**src/rtl/alu_pkg.sv**
```systemverilog
// Shared widths and ALU control codes for the operand fetch / execute slice.
package alu_pkg;

    localparam int unsigned XLEN       = 32;
    localparam int unsigned NREG       = 32;
    localparam int unsigned OP_W       = 5;
    localparam int unsigned REG_ADDR_W = 5;

    typedef enum logic [OP_W-1:0] {
        ALU_ADD  = 5'b00000,
        ALU_SUB  = 5'b00001,
        ALU_SLL  = 5'b00010,
        ALU_SLT  = 5'b00011,
        ALU_SLTU = 5'b00100,
        ALU_XOR  = 5'b00101,
        ALU_SRL  = 5'b00110,
        ALU_SRA  = 5'b00111,
        ALU_OR   = 5'b01000,
        ALU_AND  = 5'b01001,
        ALU_EQ   = 5'b11010,
        ALU_NE   = 5'b11011,
        ALU_LT   = 5'b11100,
        ALU_GE   = 5'b11101,
        ALU_LTU  = 5'b11110,
        ALU_GEU  = 5'b11111
    } alu_op_e;

endpackage

```
**src/rtl/reg_file_2r1w.sv**
```systemverilog
// Integer register file: two async read ports, one sync write port, x0 hardwired to zero.
// REGFILE_BYPASS_EN: same-cycle write data is forwarded to matching read ports.
module reg_file_2r1w
    import alu_pkg::*;
#(
    parameter int unsigned XLEN_P = XLEN,
    parameter int unsigned NREG_P = NREG,
    parameter int unsigned AW     = $clog2(NREG_P)
) (
    input  logic            clk,
    input  logic            rst_n,
    input  logic [AW-1:0]   rs1_addr,
    input  logic [AW-1:0]   rs2_addr,
    output logic [XLEN_P-1:0] rs1_data,
    output logic [XLEN_P-1:0] rs2_data,
    input  logic            wb_en,
    input  logic [AW-1:0]   wb_addr,
    input  logic [XLEN_P-1:0] wb_data
);

    logic [XLEN_P-1:0] regs [NREG_P];
    logic              wr_fire;

    assign wr_fire = wb_en && (wb_addr != '0);

    always_ff @(posedge clk) begin
        if (!rst_n) begin
            for (int unsigned i = 0; i < NREG_P; i++) begin
                regs[i] <= '0;
            end
        end else if (wr_fire) begin
            regs[wb_addr] <= wb_data;
        end
    end

    always_comb begin
        rs1_data = (rs1_addr == '0) ? '0 : regs[rs1_addr];
        rs2_data = (rs2_addr == '0) ? '0 : regs[rs2_addr];
`ifdef REGFILE_BYPASS_EN
        if (wr_fire && (wb_addr == rs1_addr)) rs1_data = wb_data;
        if (wr_fire && (wb_addr == rs2_addr)) rs2_data = wb_data;
`endif
    end

endmodule

```
**src/rtl/operand_fetch_stage.sv**
```systemverilog
// Operand fetch stage: register file read, operand B mux, single-slot valid/ready pipeline register.
// REGFILE_BYPASS_EN selects write-through reads in the register file.
module operand_fetch_stage
    import alu_pkg::*;
#(
    parameter int unsigned XLEN_P = XLEN,
    parameter int unsigned NREG_P = NREG,
    parameter int unsigned OP_W_P = OP_W
) (
    input  logic                  clk,
    input  logic                  rst_n,
    input  logic                  in_valid,
    output logic                  in_ready,
    input  logic [REG_ADDR_W-1:0] rs1_addr,
    input  logic [REG_ADDR_W-1:0] rs2_addr,
    input  logic [XLEN_P-1:0]     imm,
    input  logic                  b_sel,
    input  logic [OP_W_P-1:0]     upr_in,
    input  logic [REG_ADDR_W-1:0] rd_in,
    input  logic                  flush,
    input  logic                  wb_en,
    input  logic [REG_ADDR_W-1:0] wb_addr,
    input  logic [XLEN_P-1:0]     wb_data,
    output logic                  out_valid,
    input  logic                  out_ready,
    output logic [XLEN_P-1:0]     A,
    output logic [XLEN_P-1:0]     B,
    output logic [OP_W_P-1:0]     Upr_ALU,
    output logic [REG_ADDR_W-1:0] rd_out
);

    logic [XLEN_P-1:0] rs1_data;
    logic [XLEN_P-1:0] rs2_data;
    logic              load;

    reg_file_2r1w #(
        .XLEN_P (XLEN_P),
        .NREG_P (NREG_P),
        .AW     (REG_ADDR_W)
    ) u_rf (
        .clk      (clk),
        .rst_n    (rst_n),
        .rs1_addr (rs1_addr),
        .rs2_addr (rs2_addr),
        .rs1_data (rs1_data),
        .rs2_data (rs2_data),
        .wb_en    (wb_en),
        .wb_addr  (wb_addr),
        .wb_data  (wb_data)
    );

    assign in_ready = !out_valid || out_ready;
    assign load     = in_valid && in_ready && !flush;

    // Data registers only move on load; drain and flush clear valid alone.
    always_ff @(posedge clk) begin
        if (!rst_n) begin
            out_valid <= 1'b0;
            A         <= '0;
            B         <= '0;
            Upr_ALU   <= '0;
            rd_out    <= '0;
        end else if (flush) begin
            out_valid <= 1'b0;
        end else if (load) begin
            out_valid <= 1'b1;
            A         <= rs1_data;
            B         <= b_sel ? imm : rs2_data;
            Upr_ALU   <= upr_in;
            rd_out    <= rd_in;
        end else if (out_valid && out_ready) begin
            out_valid <= 1'b0;
        end
    end

endmodule

```
**config.mk**
```make
export PLATFORM = sky130hd
export DESIGN_NAME = operand_fetch_stage
export DESIGN_NICKNAME = d
export VERILOG_FILES = /design/src/rtl/alu_pkg.sv /design/src/rtl/reg_file_2r1w.sv /design/src/rtl/operand_fetch_stage.sv
export SDC_FILE = /design/constraint.sdc
export NUM_CORES = 2
export LEC_CHECK = 0
export BUFFER_PORTS_ARGS = -buffer_cell sky130_fd_sc_hd__buf_2
export CAP_MARGIN = 40
export CORE_MARGIN = 1.5
export CORE_UTILIZATION = 55
export DETAILED_ROUTE_END_ITERATION = 16
export PLACE_DENSITY = 0.72
export SYNTH_ARGS = -nofsm -noshare
export SYNTH_HDL_FRONTEND = slang
export SYNTH_HIERARCHICAL = 1
export SYNTH_SLANG_ARGS = --single-unit
```
**constraint.sdc**
```tcl
create_clock -name clk -period 8.4 [get_ports clk]
set_input_delay 1.26 -clock clk [delete_from_list [all_inputs] [get_ports clk]]
set_output_delay 1.26 -clock clk [all_outputs]
set_load 0.01 [all_outputs]
```
Yosys cells after proc, flatten, opt, wreduce, memory -nomap -nowiden. Memory sizes are Yosys's and may differ from the RTL's. Cells that the tools add are included.

Input bits: 96. Memory bits (writable): 1024. Memories: 1. Output and inout bits: 76. Flip-flop bits (word level): 75.

Reduce and logical (&&, ||, !) cells: 14. Mux-type cells: 12. Bitwise logic cells: 2.

Memories: u_rf.regs (words 32, width 32, read ports 2, clocked after Yosys merged registers in 0, wr ports 32, line reg_file_2r1w.sv:21) `logic [XLEN_P-1:0] regs [NREG_P];`.

Operators by type and width (number): 2-to-1 mux 32 bit (4); OR reduction 32 bit (1); zero test 5 bit (2); 2-to-1 mux 1 bit (7); 2-to-1 mux 5 bit (1); nonzero test 5 bit (1); logical AND 1 bit (4); zero test 1 bit (2); inverter 1 bit (2); AND reduction 2 bit (1); nonzero test 2 bit (1); OR reduction 2 bit (1); logical OR 1 bit (1).

Logic depth before layout (Yosys ltp).
Depth after elaboration: 7. Depth in mapped cells: 11. Depth with buffers taken out: 6.

Hierarchy. The synthesis kept the hierarchy.

By module, submodules not included: reg_file_2r1w (times used 1, cells an instance 3509, seq. area each 30749.5 um2, area an instance 54204.5 um2); operand_fetch_stage (times used 1, cells an instance 345, seq. area each 1501.4 um2, area an instance 3179.3 um2).

Least setup slack after synthesis. OpenSTA, ideal clock, no wires.

Path type: input port to flip-flop. Start: input port rst_n. End: memory u_rf/regs[24][0] (netlist name) (enable). Arrival: 4.330 ns. Stages on the path: 5. Library setup time: 0.466 ns. Setup slack: 3.604 ns. Cells stage by stage: buf_2 > nand2_1 > or3_1 > clkbuf_1 > o21ai_0.

RTL lines: from (decl) (line operand_fetch_stage.sv:11) `input logic rst_n,`; to (decl) (line reg_file_2r1w.sv:21).

Worst setup path after layout.
Start: input port rs2_addr[1]. End: register B[25].

Word-level cells in the longest chain between the ends: 3. Elaborated cells between the ends (all ways): 4. Classes of those cells: 2 x mux; 1 x reduce/logical; 1 x memory.

Ends and longest elaborated chain: from (decl) (line operand_fetch_stage.sv:15) `input logic [REG_ADDR_W-1:0] rs2_addr,`; memory (32 x 32 bit) / zero test 5 bit (equally long branches); 2-to-1 mux 32 bit * (line reg_file_2r1w.sv:38) `rs2_data = (rs2_addr == '0) ? '0 : regs[rs2_addr];`; via rs2_data[25] (line operand_fetch_stage.sv:33) `logic [XLEN_P-1:0] rs2_data;`; 2-to-1 mux 32 bit * (line operand_fetch_stage.sv:68) `B <= b_sel ? imm : rs2_data;`; to (signal assigned) (line operand_fetch_stage.sv:68); to (decl) (line operand_fetch_stage.sv:27) `output logic [XLEN_P-1:0] B,`.

Mark *: on every way through the listed nets, which the timed path passes. The rest lies on a longest branch. A chain may end at the register's enable or synchronous reset.

==> impl_metrics.tcl <==
set metrics [dict create \
    status "complete, no violations" \
    r2r_slack_ns 5.83 \
    min-delay-start "rd_out[4]" \
    routed_via_density 7.06 \
    final_cell_mix "edfxtp_1, and2_1, mux4_2" \
    ys_warn_count 6 \
    htree_levels 3 \
    yosysSeqAreaShare 0.562 \
    grt_pass1_wl_um 269000 \
    synthArstFlopShare 0 \
    routed_wirelength_um 190000 \
    finalNetCount 3974 \
    drcViolationCount 0 \
    fin_crit_sh 0.497 \
    endpoint_kind "flip-flop" \
    whs_path_depth 2 \
    clock-sinks 1099 \
    worstMarginPinSlew_ns 0.986 \
    drt-pass1-iter-count 6 \
    switchingPower_mw 3.24 \
    p_int_mw 9.91 \
    max_freq_mhz 239 \
    synth-edff-count 1024 \
    synthFlopType "edfxtp_1" \
    hpwl_um 108000 \
    reg2reg_depth 6 \
    start_util 0.554 \
    place_area_sq_um 59800 \
    regArea_sq_um 32300 \
    fin_crit_ns 4.18 \
    final_area_sq_um 63600 \
    core_area_sq_um 103000 \
    tns_ns 0 \
    sequentialPowerShare 0.491 \
    row_count 118 \
    cp_max_fo 29 \
    syn_area_per_cell_sq_um 14.9 \
    r2r_start "u_rf/regs[10][11]" \
    numCtsBuffers 116 \
    synth_area_sq_um 57400 \
    die_w_um 326 \
    grt-ovfl-total 0 \
    drv_cap 0 \
    multiInputGateArea_sq_um 23700 \
    path_clk_slew_ns 0.06 \
    rsz0062_at_grt "no" \
    place.gp.congestion 0.895 \
    swShare 0.247 \
    drive_gt1_frac 0.267 \
    io_pins 172 \
    maxSlewHeadroom 0.343 \
    final_common_cell "edfxtp_1" \
    filler_cell_count 7538 \
    cts_resized 0 \
    skew_ns 0.0205 \
    grt_pass1_vias 37500 \
    drt_iter0_drc 6233 \
    vias 37900 \
    holdCritPathClass "flip-flop to flip-flop" \
    grt_usage 0.356 \
    yosys.cell_types.count 47 \
    power_frac_comb 0.117 \
    finalHoldViolCount 0 \
    ys_ff_latch 1099 \
    syn2layout_area_growth_pct 10.8 \
    power_leakage_nw 22.1 \
    cts_tree "done" \
    ant_nets 0 \
    clk_latency_ns 0.71 \
    cp-start-kind "input port" \
    whs_ns 0.471 \
    clk_path_buf_depth 3 \
    wl_per_cell_um 35.4 \
    worstPathArrival_ns 4.79 \
    drv_slew 0 \
    root_buffer "clkbuf_16" \
    hold_buffers 0 \
    clkPwrFrac 0.391 \
    setup.worst_path.class "input port to flip-flop" \
    required_ns 9.01 \
    min_to "rd_out[4]" \
    vdd_drop_max_v 0.000188 \
    r2r_end "B[11]" \
    powerDensity_nw_per_um2 207 \
    port_buffers 171 \
    die_y_um 326 \
    grt_max_degree 103 \
    syn_inst 3854 \
    cts_setup_buffers 0 \
    die-area_sq_um 106000 \
    antenna_found_initial 18 \
    setup_viol 0 \
    total_power_mw 13.2 \
]
[area by class of cell]
cell class | count | share of cell area
Timing Repair Buffer | 303 | 0.0333
Sequential cell | 1099 | 0.507
Inverter | 4 | 0.000275
Antenna cell | 7 | 0.000275
Tap cell | 1380 | 0.0271
Clock inverter | 71 | 0.0101
Multi-Input combinational cell | 2354 | 0.373
Clock buffer | 146 | 0.0494
[cell usage after synthesis, drive strengths merged, types with 3 or more instances]
master   count  area (sq um)
a22o        51           447
nand3       47           235
nor2        38           145
nand2        9          33.8
clkbuf     288          1080
a211oi      66           546
nand2b       7          43.8
nand3b       5          37.5
a32o         4          40.0
nor2b       17           106
inv          4          15.0
a21oi       84           420
nor3        55           275
mux2        30           338
a221oi       3          26.3
o221ai      27           236
nor4         8          50.1
and2       996          6230
o21ai       75           375
dfxtp       75          1500
or3          3          18.8
mux4       470         10600
or3b         3          26.3
edfxtp    1024         30700
o22ai       79           494
a22oi       18           135
buf        140           950
a2111oi     29           269
mux2i      186          1860
[worst max-delay path, cell delays in order]
cell and delay (ns):
buf_4 0.46, buf_4 0.57, and2_4 0.67, buf_4 0.61
a22o_1 0.26, a2111oi_0 0.09, buf_1 0.20, nor3_1 0.24
mux2i_1 0.11, a211oi_1 0.26
[how the worst max path moves through the flow]
| stage | slack [ns] | cells after the start | start | endpoint |
|---|---|---|---|---|
| finish | 4.22 | 10 | rs2_addr[1] | B[25] |
| global route | 4.18 | 9 | rs2_addr[1] | B[11] |
| CTS | 4.37 | 8 | rs2_addr[0] | B[29] |
| detailed placement | 3.63 | 8 | rs2_addr[0] | B[29] |
| global placement | 3.31 | 9 | rs2_addr[1] | B[22] |
| floorplan | 3.60 | 5 | rst_n | u_rf/regs[24][0] |
[cells by family (layout without fill, tap and decap cells)]
kind of cell | count (synthesis) | in the layout | synth area share
flops | 1099 | 1099 | 0.562
buf+inv | 432 | 524 | 0.0357
mux | 686 | 686 | 0.223
simple gates | 1197 | 1197 | 0.127
compound gates | 439 | 439 | 0.0526
other cells | 1 | 39 | 0.0000653
[registers in the layout, summed over array words and instances, names as in the netlist]
name and count:
A 32, rd_out 5, out_valid 1, B 32
Upr_ALU 5, u_rf/regs 1024
[power by group through the flow]
stage          sequential (mW)  clock, mW  combinational (mW)
2_1_floorplan             6.52          0               0.964
3_3_place_gp              6.54          0                1.48
3_5_place_dp              6.56          0                1.50
4_1_cts                   6.45       5.17                1.51
5_1_grt                   6.49       5.38                1.58
6_report                  6.46       5.15                1.54
[through the flow]
| stage | setup WS [ns] | instances | util |
|---|---|---|---|
| 2_1_floorplan | 3.60 | 3885 | - |
| 3_3_place_gp | 3.31 | 5118 | 0.575 |
| 3_5_place_dp | 3.63 | 5139 | 0.578 |
| 4_1_cts | 4.37 | 5356 | 0.614 |
| 5_1_grt | 4.18 | 5357 | 0.614 |
| 6_report | 4.22 | 5364 | 0.615 |
[routing by layer]
| metal | routed length, um | share of wire | track usage | up-vias |
|---|---|---|---|---|
| met5 | 93 | 0.00049 | 0 | - |
| met4 | 11300 | 0.060 | 0.184 | 14 |
| li1 | - | - | - | 14900 |
| met3 | 27200 | 0.14 | 0.0996 | 553 |
| met2 | 83800 | 0.44 | 0.529 | 3101 |
| met1 | 67600 | 0.36 | 0.483 | 19300 |
Note: power is estimated with default switching activity, not from simulation.
